[config.mk]
export PLATFORM = sky130hd
export DESIGN_NAME = captura_teclado_hex
export DESIGN_NICKNAME = d
export VERILOG_FILES = /design/src/rtl/captura_teclado_hex.sv
export SDC_FILE = /design/constraint.sdc
export NUM_CORES = 1
export LEC_CHECK = 0
export CORE_MARGIN = 3
export CORE_UTILIZATION = 28
export DETAILED_ROUTE_END_ITERATION = 6
export GPL_TIMING_DRIVEN = 0
export PLACE_DENSITY_LB_ADDON = 0.05
export SLEW_MARGIN = 25
export SYNTH_ARGS = -nofsm -noshare
export SYNTH_HDL_FRONTEND = slang
export SYNTH_SLANG_ARGS = --single-unit
[constraint.sdc]
create_clock -name clk_i -period 2.35 [get_ports clk_i]
set_input_delay 0.47 -clock clk_i [delete_from_list [all_inputs] [get_ports clk_i]]
set_output_delay 0.47 -clock clk_i [all_outputs]
set_load 0.02 [all_outputs]
[src/rtl/captura_teclado_hex.sv]
// 4x4 matrix keypad scanner: synchronizes and debounces the rows, decodes each
// accepted press to a hex digit and shifts it into a 16-bit display register.
module captura_teclado_hex #(
  parameter int SCAN_DIV       = 10000,
  parameter int DEBOUNCE_SCANS = 4
) (
  input  logic        clk_i,
  input  logic        reset_n_i,
  input  logic [3:0]  fila_i,
  input  logic        borrar_i,
  output logic [3:0]  col_o,
  output logic [15:0] dato_o,
  output logic [3:0]  codigo_o,
  output logic        tecla_valida_o
);

  localparam int              CW      = (SCAN_DIV > 1) ? $clog2(SCAN_DIV) : 1;
  localparam logic [CW-1:0]   CNT_MAX = CW'(SCAN_DIV - 1);
  localparam logic [3:0]      DB_N    = 4'(DEBOUNCE_SCANS);

  typedef enum logic [1:0] {
    ESCANEO    = 2'd0,
    REBOTE     = 2'd1,
    PRESIONADA = 2'd2
  } estado_t;

  estado_t       estado_q;
  logic [3:0]    sync1_q;
  logic [3:0]    fs_q;
  logic [CW-1:0] cnt_q;
  logic [CW-1:0] cnt_d;
  logic [3:0]    col_q;
  logic [3:0]    fila_lat_q;
  logic [3:0]    cnt_db_q;
  logic [15:0]   dato_q;
  logic [3:0]    codigo_q;
  logic          valida_q;

  logic          m;
  logic          muestra_valida;
  logic [1:0]    fila_idx;
  logic [1:0]    col_idx;
  logic [3:0]    codigo_d;
  logic [3:0]    cnt_db_inc;

  function automatic logic una_baja(input logic [3:0] v);
    case (v)
      4'b1110, 4'b1101, 4'b1011, 4'b0111: una_baja = 1'b1;
      default:                            una_baja = 1'b0;
    endcase
  endfunction

  function automatic logic [1:0] indice_bajo(input logic [3:0] v);
    case (v)
      4'b1101: indice_bajo = 2'd1;
      4'b1011: indice_bajo = 2'd2;
      4'b0111: indice_bajo = 2'd3;
      default: indice_bajo = 2'd0;
    endcase
  endfunction

  // Star position yields E and hash yields F on the bottom row.
  function automatic logic [3:0] tecla_hex(input logic [1:0] r, input logic [1:0] c);
    case ({r, c})
      4'b00_00: tecla_hex = 4'h1;
      4'b00_01: tecla_hex = 4'h2;
      4'b00_10: tecla_hex = 4'h3;
      4'b00_11: tecla_hex = 4'hA;
      4'b01_00: tecla_hex = 4'h4;
      4'b01_01: tecla_hex = 4'h5;
      4'b01_10: tecla_hex = 4'h6;
      4'b01_11: tecla_hex = 4'hB;
      4'b10_00: tecla_hex = 4'h7;
      4'b10_01: tecla_hex = 4'h8;
      4'b10_10: tecla_hex = 4'h9;
      4'b10_11: tecla_hex = 4'hC;
      4'b11_00: tecla_hex = 4'hE;
      4'b11_01: tecla_hex = 4'h0;
      4'b11_10: tecla_hex = 4'hF;
      default:  tecla_hex = 4'hD;
    endcase
  endfunction

  always_comb begin
    m              = (cnt_q == CNT_MAX);
    cnt_d          = m ? '0 : cnt_q + 1'b1;
    muestra_valida = una_baja(fs_q);
    fila_idx       = indice_bajo(fila_lat_q);
    col_idx        = indice_bajo(col_q);
    codigo_d       = tecla_hex(fila_idx, col_idx);
    cnt_db_inc     = cnt_db_q + 4'd1;
  end

  always_ff @(posedge clk_i or negedge reset_n_i) begin
    if (!reset_n_i) begin
      sync1_q <= 4'b1111;
      fs_q    <= 4'b1111;
      cnt_q   <= '0;
    end else begin
      sync1_q <= fila_i;
      fs_q    <= sync1_q;
      cnt_q   <= cnt_d;
    end
  end

  // Sampling FSM; the column only moves on a sample event m.
  always_ff @(posedge clk_i or negedge reset_n_i) begin
    if (!reset_n_i) begin
      estado_q   <= ESCANEO;
      col_q      <= 4'b1110;
      fila_lat_q <= 4'b1111;
      cnt_db_q   <= 4'd0;
      dato_q     <= 16'h0000;
      codigo_q   <= 4'h0;
      valida_q   <= 1'b0;
    end else begin
      valida_q <= 1'b0;
      if (borrar_i) dato_q <= 16'h0000;
      case (estado_q)
        ESCANEO: begin
          if (m) begin
            if (muestra_valida) begin
              fila_lat_q <= fs_q;
              cnt_db_q   <= 4'd1;
              estado_q   <= REBOTE;
            end else begin
              col_q <= {col_q[2:0], col_q[3]};
            end
          end
        end
        REBOTE: begin
          if (m) begin
            if (muestra_valida && (fs_q == fila_lat_q)) begin
              if (cnt_db_inc == DB_N) begin
                codigo_q <= codigo_d;
                dato_q   <= borrar_i ? {12'h000, codigo_d} : {dato_q[11:0], codigo_d};
                valida_q <= 1'b1;
                cnt_db_q <= 4'd0;
                estado_q <= PRESIONADA;
              end else begin
                cnt_db_q <= cnt_db_inc;
              end
            end else begin
              cnt_db_q <= 4'd0;
              col_q    <= {col_q[2:0], col_q[3]};
              estado_q <= ESCANEO;
            end
          end
        end
        PRESIONADA: begin
          if (m) begin
            if (fs_q == 4'b1111) begin
              if (cnt_db_inc == DB_N) begin
                cnt_db_q <= 4'd0;
                col_q    <= {col_q[2:0], col_q[3]};
                estado_q <= ESCANEO;
              end else begin
                cnt_db_q <= cnt_db_inc;
              end
            end else begin
              cnt_db_q <= 4'd0;
            end
          end
        end
        default: begin
          cnt_db_q <= 4'd0;
          estado_q <= ESCANEO;
        end
      endcase
    end
  end

  assign col_o          = col_q;
  assign dato_o         = dato_q;
  assign codigo_o       = codigo_q;
  assign tecla_valida_o = valida_q;

endmodule

==> impl_results.rst, run 1 <==
.. list-table::
   :header-rows: 1

   * - Metric
     - Value
   * - Critical path data arrival time
     - 2.46 ns
   * - Total vias in the final route
     - 2193
   * - Share of cells above drive strength 1
     - 0.201
   * - Post-synthesis async set-or-reset flop share
     - 1.00
   * - Number of flops mapped to enable cells by yosys
     - 0
   * - Maximum Capacitance Violations
     - 0
   * - Number of max-slew violations in the final report
     - 0
   * - Worst slew pin tran
     - approximately 0.55 ns
   * - Number of standard cells after synthesis
     - 273
   * - Die Y
     - 106 um
   * - # clock sinks
     - 57
   * - Total die area
     - 11300 um2
   * - Yosys warnings
     - 0
   * - Post-detailed-route wirelength per cell
     - about 14 um
   * - Footprint of the multi-input gates
     - 1390 um2
   * - Placed cell count
     - 438
   * - Post-Syn Nets
     - approximately 290
   * - Mapped Area
     - 2820 um2
   * - Clock latency on the worst-skew pair
     - 0.34 ns
   * - Crit path time final
     - between 2 and 2.5 ns
   * - Highest fanout seen on the critical path
     - 10
   * - Final clock period utilization by the worst path
     - 0.960
   * - Crit path kind
     - register to register
   * - Average cell area after synthesis
     - 10.3 um2
   * - Number of buffers added by the clock tree synthesis step
     - 9
   * - Clock transition at the registers of the reported paths
     - 0.07 ns
   * - Fillers
     - 1020
   * - Placement Rows
     - 36
   * - Sequential fraction of the synthesis area
     - 0.512
   * - Final ANT Viol Nets
     - 0
   * - Number of global-route vias before repair
     - roughly 2200
   * - Clock skew
     - 0.0106 ns
   * - Endpoint required time on the critical path
     - about 2.6 ns
   * - Gp weighted congestion
     - 0.751
   * - Power density cells
     - 519 nW/um2
   * - Max H-tree Level
     - 3
   * - Post-place setup slack
     - -0.228 ns
   * - Hold violation total from the final report
     - 0
   * - Final net count
     - 337
   * - DR vias/cell
     - 4.76
   * - Violation count after the first detailed-routing iteration
     - 55
   * - Critical Path Sink Type
     - register
   * - Final std cells w/o fill
     - 461
   * - Die span in x
     - 106 um
   * - Number of antenna violations at the first check in global routing
     - 0
   * - CTS tree
     - yes
   * - Buffers added on ports
     - 31
   * - Worst reg-to-reg path cell count
     - 7
   * - Floorplan Core Area
     - 9770 um2
   * - Area added between synthesis and finish
     - 30.2%
   * - Peak supply drop
     - 0.366 mV
   * - Type of the tightest min-delay check
     - register to register
   * - Clk Tree Root Cell
     - sky130_fd_sc_hd__clkbuf_8
   * - Register bit total from synthesis
     - 57
   * - Aggregate global-route resource usage
     - 0.124
   * - Biggest area contributors in the synthesized netlist
     - sky130_fd_sc_hd__dfrtp_1, sky130_fd_sc_hd__dfstp_2, sky130_fd_sc_hd__nand3_1, sky130_fd_sc_hd__mux2_2, sky130_fd_sc_hd__ha_1
   * - Estimated wirelength of the detail-placed design
     - 4530 um
   * - Flip-flop and latch area
     - 1450 um2
   * - DRC violation count after routing
     - 0
   * - Top cell type by total area after synthesis
     - sky130_fd_sc_hd__dfrtp_1
   * - N_diodes
     - 0
   * - Top flip-flop cell by instance count after synthesis
     - sky130_fd_sc_hd__dfrtp_1
   * - Standby leakage power
     - roughly 1.5 nW
   * - Pin count of the biggest net entering global routing
     - between 40 and 50
   * - Worst slew margin relative to its limit
     - 0.633
   * - Count of final setup violators
     - 0
   * - Critical Path Source Type
     - register
   * - Share of Yosys cell area claimed by the top area cell type
     - 0.372
   * - Maximum clock rate
     - 443 MHz
   * - Run status
     - finished clean
   * - Smallest setup slack after layout
     - 0.0934 ns
   * - I/O pin total
     - 32
   * - Number of detailed-route iterations in the first pass
     - 4
   * - Post-Route WL
     - 6570 um
   * - Global-route wire length before repair
     - 11000 um
   * - Worst-case clock buffer depth
     - 2
   * - Hold-critical path depth
     - 0
   * - Starting density of the core
     - 0.289
   * - Number of distinct library cells after synthesis
     - 50
   * - Overflow after GRT
     - 0
[layout by cell type (no fill, tap or decap), types with 3 or more instances in the layout]
cell type	netlist	layout
sky130_fd_sc_hd__dfrtp_1	42	41
sky130_fd_sc_hd__clkdlybuf4s50_1	0	30
sky130_fd_sc_hd__nand3_1	23	23
sky130_fd_sc_hd__nand2_1	19	19
sky130_fd_sc_hd__o21ai_0	17	17
sky130_fd_sc_hd__o21ai_1	16	16
sky130_fd_sc_hd__a21oi_1	16	16
sky130_fd_sc_hd__dfstp_2	15	15
sky130_fd_sc_hd__nor2_1	13	13
sky130_fd_sc_hd__xor2_1	10	10
sky130_fd_sc_hd__nand2b_1	9	9
sky130_fd_sc_hd__buf_4	0	9
sky130_fd_sc_hd__clkbuf_8	0	9
sky130_fd_sc_hd__inv_1	9	8
sky130_fd_sc_hd__mux2_2	8	8
sky130_fd_sc_hd__nor2b_1	6	6
sky130_fd_sc_hd__xnor2_1	6	6
sky130_fd_sc_hd__ha_1	7	6
sky130_fd_sc_hd__clkbuf_1	6	5
sky130_fd_sc_hd__and2_1	4	4
sky130_fd_sc_hd__nor4b_4	0	3
sky130_fd_sc_hd__clkinv_2	0	3
[critical path: stages (launching register included)]
cell	delay, ns
sky130_fd_sc_hd__dfstp_2	0.55
sky130_fd_sc_hd__xor2_1	0.07
sky130_fd_sc_hd__a2111o_1	0.48
sky130_fd_sc_hd__or4_1	0.52
sky130_fd_sc_hd__buf_6	0.16
sky130_fd_sc_hd__buf_6	0.14
sky130_fd_sc_hd__o21ai_1	0.12
sky130_fd_sc_hd__a21oi_1	0.08
[repair_timing]
item / in CTS / in global routing
endpoints found under the hold margin: 8 / 0
endpoints found under the setup margin: 23 / 22
hold buffers: 1 / 0
pin swaps: 2 / 5
resized for setup: 6 / 17
setup buffers: 1 / 6
[metrics by stage]
step	power, mW	hold WS, ns	setup TNS [ns]	utilization	cell area [um2]
after global routing	2.00	0.360	-0.0687	0.376	3680
after floorplan	1.03	0.174	0	-	2820
final	1.91	0.356	0	0.376	3680
after global placement	1.07	0.346	-63.84	0.338	3300
after CTS	1.95	0.357	0	0.363	3550
after detailed placement	1.08	0.332	-2.88	0.340	3330
[power by group]
group	total, mW	switching [mW]	internal [mW]
Sequential	1.00	0.00602	0.995
Combinational	0.0646	0.0386	0.0260
Clock	0.842	0.402	0.441
Total	1.91	0.446	1.46
[state kept, by name (all words and copies together) (netlist names)]
name            count
sync1_q             4
cnt_db_q            4
cnt_q              14
col_o               4
dato_o             16
estado_q            2
fila_lat_q          4
codigo_o            4
fs_q                4
tecla_valida_o      1
[synth_stat cells (2+ instances only)]
cell                       instances
sky130_fd_sc_hd__a221o_1           2
sky130_fd_sc_hd__nor2b_1           6
sky130_fd_sc_hd__clkbuf_1          6
sky130_fd_sc_hd__nand4_1           2
sky130_fd_sc_hd__o22ai_1           2
sky130_fd_sc_hd__dfstp_2          15
sky130_fd_sc_hd__inv_1             9
sky130_fd_sc_hd__mux2i_1           2
sky130_fd_sc_hd__nand3_1          23
sky130_fd_sc_hd__nand2_1          19
sky130_fd_sc_hd__xor2_1           10
sky130_fd_sc_hd__xnor2_1           6
sky130_fd_sc_hd__mux2_2            8
sky130_fd_sc_hd__and2_1            4
sky130_fd_sc_hd__or3_1             2
sky130_fd_sc_hd__buf_2             3
sky130_fd_sc_hd__a21boi_0          2
sky130_fd_sc_hd__a21o_1            2
sky130_fd_sc_hd__nor4b_2           2
sky130_fd_sc_hd__nor3_1            2
sky130_fd_sc_hd__ha_1              7
sky130_fd_sc_hd__a21oi_1          16
sky130_fd_sc_hd__nor2_1           13
sky130_fd_sc_hd__nand2b_1          9
sky130_fd_sc_hd__o21ai_0          17
sky130_fd_sc_hd__or4_1             2
sky130_fd_sc_hd__o21ai_1          16
sky130_fd_sc_hd__and3_1            2
sky130_fd_sc_hd__nand4b_1          2
sky130_fd_sc_hd__dfrtp_1          42
[logic make-up after synthesis]
group | after synthesis | synth area share
adders and majority gates | 7 | 0.0310
and+or+nand+nor | 93 | 0.182
DFF | 57 | 0.512
AOI/OAI and AO/OA | 69 | 0.148
buffers and inverters | 20 | 0.0306
muxes | 11 | 0.0470
xor gates and xnor gates | 16 | 0.0496
[layer usage]
| metal | vias up | share of wire | track usage |
|---|---|---|---|
| li1 | 1082 | - | - |
| met1 | 1059 | 0.49 | 0.169 |
| met2 | 42 | 0.46 | 0.187 |
| met3 | 10 | 0.040 | 0.0322 |
| met4 | 0 | 0.016 | 0.0493 |
| met5 | - | 0 | 0 |
[final cells by class]
type	instances	area share
inverter	9	0.00919
tap	133	0.0453
clock buffer	11	0.0415
multi-input combinational	196	0.378
sequential	57	0.393
clock inverter	5	0.00817
timing repair buffer	40	0.108
buffer	10	0.0167
[worst paths after layout]
path	to	from	slack, ns
setup / recovery	dato_o[13]	fs_q[1]	0.09
hold / removal	fs_q[3]	sync1_q[3]	0.36
setup reg to reg	dato_o[13]	fs_q[1]	0.09
hold reg to reg	fs_q[3]	sync1_q[3]	0.36
max in group asynchronous	fila_lat_q[1]	reset_n_i	1.29
min in group asynchronous	cnt_q[6]	reset_n_i	0.53
Note: power is estimated with default switching activity, not from simulation.
==> run 2, diff against run 1 <==
--- a/config.mk
+++ b/config.mk
@@ -8,6 +8,7 @@
 export CORE_MARGIN = 3
 export CORE_UTILIZATION = 28
 export DETAILED_ROUTE_END_ITERATION = 6
+export DONT_BUFFER_PORTS = 1
 export GPL_TIMING_DRIVEN = 0
 export PLACE_DENSITY_LB_ADDON = 0.05
 export SLEW_MARGIN = 25
==> run 2 against run 1 <==
Net effect:
- power up 3.5%
- largest cell class unchanged
- non-clock buffer count down 30
- register-to-register slack worse by 0.03 ns
- maximum frequency down 1.3%
- critical path depth unchanged
- sequential share of layout area up 3.5 points
- highest routed layer unchanged
==> impl_results.rst, run 2 (synthesis results as in run 1) <==
.. list-table::
   :header-rows: 1

   * - Metric
     - Value
   * - Run status
     - finished clean
   * - Combinational cell fraction of total power
     - 0.026 (-0.008)
   * - Max H-tree Level
     - 3 (unchanged)
   * - Most common library cell in the layout ignoring fill and taps
     - sky130_fd_sc_hd__dfrtp_1
   * - Endpoint required time on the critical path
     - 2.55 ns (about the same)
   * - Maximum Capacitance Violations
     - 0 (unchanged)
   * - Bufs and invs on worst path
     - 3 (+1)
   * - Number of antenna violations at the first check in global routing
     - 0 (unchanged)
   * - Launching point of the worst reg2reg path
     - fs_q[3]
   * - Post-Route WL
     - 6530 um (-0.56%)
   * - Hold violation total from the final report
     - 0 (unchanged)
   * - Clk Tree Root Cell
     - sky130_fd_sc_hd__clkbuf_8
   * - Power density cells
     - 586 nW/um2 (+13%)
   * - Hold-critical path depth
     - 0 (unchanged)
   * - Launch instance of the worst min-delay path
     - fila_i[0]
   * - Final std cells w/o fill
     - 431 (-6.5%)
   * - Aggregate global-route resource usage
     - 0.122 (-0.00233)
   * - Critical Path Source Type
     - register
   * - Pint
     - 1.52 mW (+4.1%)
   * - Net load switching power
     - 0.452 mW (+1.3%)
   * - Final ANT Viol Nets
     - 0 (unchanged)
   * - Pin count of the biggest net entering global routing
     - 58 (+21%)
   * - Number of buffers added by the clock tree synthesis step
     - 9 (unchanged)
   * - Crit-path slowest cell
     - sky130_fd_sc_hd__dfstp_2
   * - Number of global-route vias before repair
     - 1973 (-9.7%)
   * - Crit path time final
     - 2.29 ns (+0.0298 ns)
   * - Violation count after the first detailed-routing iteration
     - 68 (+24%)
   * - Max FFs per register
     - 16 (unchanged)
   * - Final net count
     - 307 (-8.9%)
   * - Worst slew pin tran
     - 0.674 ns (+0.123 ns)
   * - Global-route wire length before repair
     - 10700 um (-2.8%)
   * - Critical Path Sink Type
     - register
   * - Levels on crit path
     - 7 (unchanged)
   * - CP Cell Sequence
     - inv_2 -> a2111o_1 -> or4_4 -> buf_6 -> buf_4 -> o21ai_0 -> a21oi_1
   * - Standby leakage power
     - 1.45 nW (-5.5%)
   * - Crit path kind
     - register to register
   * - Final clock period utilization by the worst path
     - 0.973 (+0.0127)
   * - Gp weighted congestion
     - 0.729 (-2.9%)
   * - Buffers added on ports
     - 0 (-100%)
   * - Die Y
     - 106 um (unchanged)
   * - Highest fanout seen on the critical path
     - 8 (-2)
   * - DR vias/cell
     - 4.81 (+1.1%)
   * - Smallest setup slack after layout
     - 0.0635 ns (-0.0298 ns)
   * - DRC violation count after routing
     - 0 (unchanged)
   * - Type of the tightest min-delay check
     - primary input to register
   * - N_diodes
     - 0 (unchanged)
   * - Die span in x
     - 106 um (unchanged)
   * - Leading cell types in the layout, fill and taps excluded
     - sky130_fd_sc_hd__dfrtp_1, sky130_fd_sc_hd__nand3_1, sky130_fd_sc_hd__nand2_1, sky130_fd_sc_hd__a21oi_1
   * - Setup TNS
     - 0 ns (unchanged)
   * - Fillers
     - 1013 (-0.69%)
   * - Worst-case clock buffer depth
     - 2 (unchanged)
   * - Overflow after GRT
     - 0 (unchanged)
   * - Post-place instance area
     - 2990 um2 (-10%)
   * - Number of max-slew violations in the final report
     - 0 (unchanged)
   * - Sequential power share
     - 0.507 (-0.018)
   * - Family of cells with the greatest summed delay on the critical path
     - compound AO/OA/AOI/OAI gates
   * - Clock Power Share
     - 0.467 (+0.025)
   * - Area added between synthesis and finish
     - 19.4%
   * - Peak supply drop
     - 0.224 mV (-39%)
   * - Number of detailed-route iterations in the first pass
     - 4 (unchanged)
   * - Terminus of the critical flop-to-flop path
     - dato_o[8]
   * - Estimated wirelength of the detail-placed design
     - 4370 um (-3.7%)
   * - Starting density of the core
     - 0.289 (unchanged)
   * - Hold Path End
     - sync1_q[0]
   * - Clock latency on the worst-skew pair
     - 0.34 ns (about the same)
   * - Net switching share of the total power
     - 0.229 (-0.00500)
   * - Share of cells above drive strength 1
     - 0.232 (+0.0303)
   * - Post-route design area
     - 3370 um2 (-8.3%)
   * - Reg-to-reg setup timing slack
     - 0.06 ns (-0.03 ns)
   * - Total die area
     - 11300 um2 (unchanged)
   * - Post-place setup slack
     - -0.196 ns (+0.0321 ns)
   * - Maximum clock rate
     - 437 MHz (-1.3%)
   * - Count of final setup violators
     - 0 (unchanged)
   * - # clock sinks
     - 57 (unchanged)
   * - Post-Route Hold Slack
     - 0.121 ns (-0.235 ns)
   * - Placement Rows
     - 36 (unchanged)
   * - Critical path's largest stage delay
     - 0.58 ns (+0.03 ns)
   * - Total vias in the final route
     - 2072 (-5.5%)
   * - CTS tree
     - yes
   * - Placed cell count
     - 406 (-7.3%)
   * - I/O pin total
     - 32 (unchanged)
   * - Clock skew
     - 0.0131 ns (+0.00250 ns)
   * - Floorplan Core Area
     - 9770 um2 (unchanged)
   * - Clock transition at the registers of the reported paths
     - 0.07 ns (about the same)
   * - Critical path data arrival time
     - 2.49 ns (+0.03 ns)
   * - Worst slew margin relative to its limit
     - 0.551 (-0.0822)
   * - Worst reg-to-reg path cell count
     - 7 (unchanged)
   * - Post-detailed-route wirelength per cell
     - 15.1 um (+6.4%)
   * - RSZ-0062 raised after global routing
     - yes
-- run 2: per-layer routing --
layer / share of wire / vias to the layer above / GRT usage
met5: 0 / - / 0
met4: 0.017 / 0 / 0.0621
met3: 0.042 / 9 / 0.0304
met2: 0.44 / 33 / 0.171
met1: 0.50 / 1015 / 0.172
li1: - / 1015 / -
-- run 2: per-stage QoR --
| stage | total power [mW] | util |
|---|---|---|
| finish | 1.97 | 0.345 |
| global route | 2.06 | 0.345 |
| CTS | 2.01 | 0.336 |
| detailed placement | 1.04 | 0.306 |
| global placement | 1.04 | 0.306 |
| floorplan | 1.03 | - |
-- run 2: worst max path at each step --
stage / startpoint / end / slack, ns
2_1_floorplan: fs_q[2] / dato_o[11] / 0.22
3_3_place_gp: cnt_db_q[0] / codigo_o[1] / -0.22
3_5_place_dp: cnt_db_q[0] / codigo_o[1] / -0.20
4_1_cts: fs_q[1] / dato_o[13] / 0.01
5_1_grt: fs_q[3] / dato_o[13] / -0.02
6_report: fs_q[3] / dato_o[8] / 0.06
-- run 2: power by group through the flow --
stage                     combinational (mW)  sequential, mW  clock, mW
after floorplan                       0.0149            1.02          0
after global placement                0.0185            1.02          0
after detailed placement              0.0183            1.02          0
after CTS                             0.0496            1.00      0.963
after global routing                  0.0581            1.00      0.996
final                                 0.0513            1.00      0.921
-- run 2: final cells by class --
class                      count  area, um2  share of cell area
tap                          133        166              0.0494
multi-input combinational    196       1360               0.404
buffer                        10       70.1              0.0208
inverter                       9       33.8              0.0100
clock inverter                 6       57.6              0.0171
sequential                    57       1450               0.429
clock buffer                  10        138              0.0408
timing repair buffer          10       97.6              0.0290
-- run 2: timing repair --
| action | in CTS | in global routing |
|---|---|---|
| hold buffers | 2 | 0 |
| setup buffers | 5 | 3 |
| gates resized for setup | 6 | 20 |
| endpoints found under the setup margin | 23 | 27 |
| pin swaps | 3 | 2 |
| hold endpoints to repair | 57 | 0 |
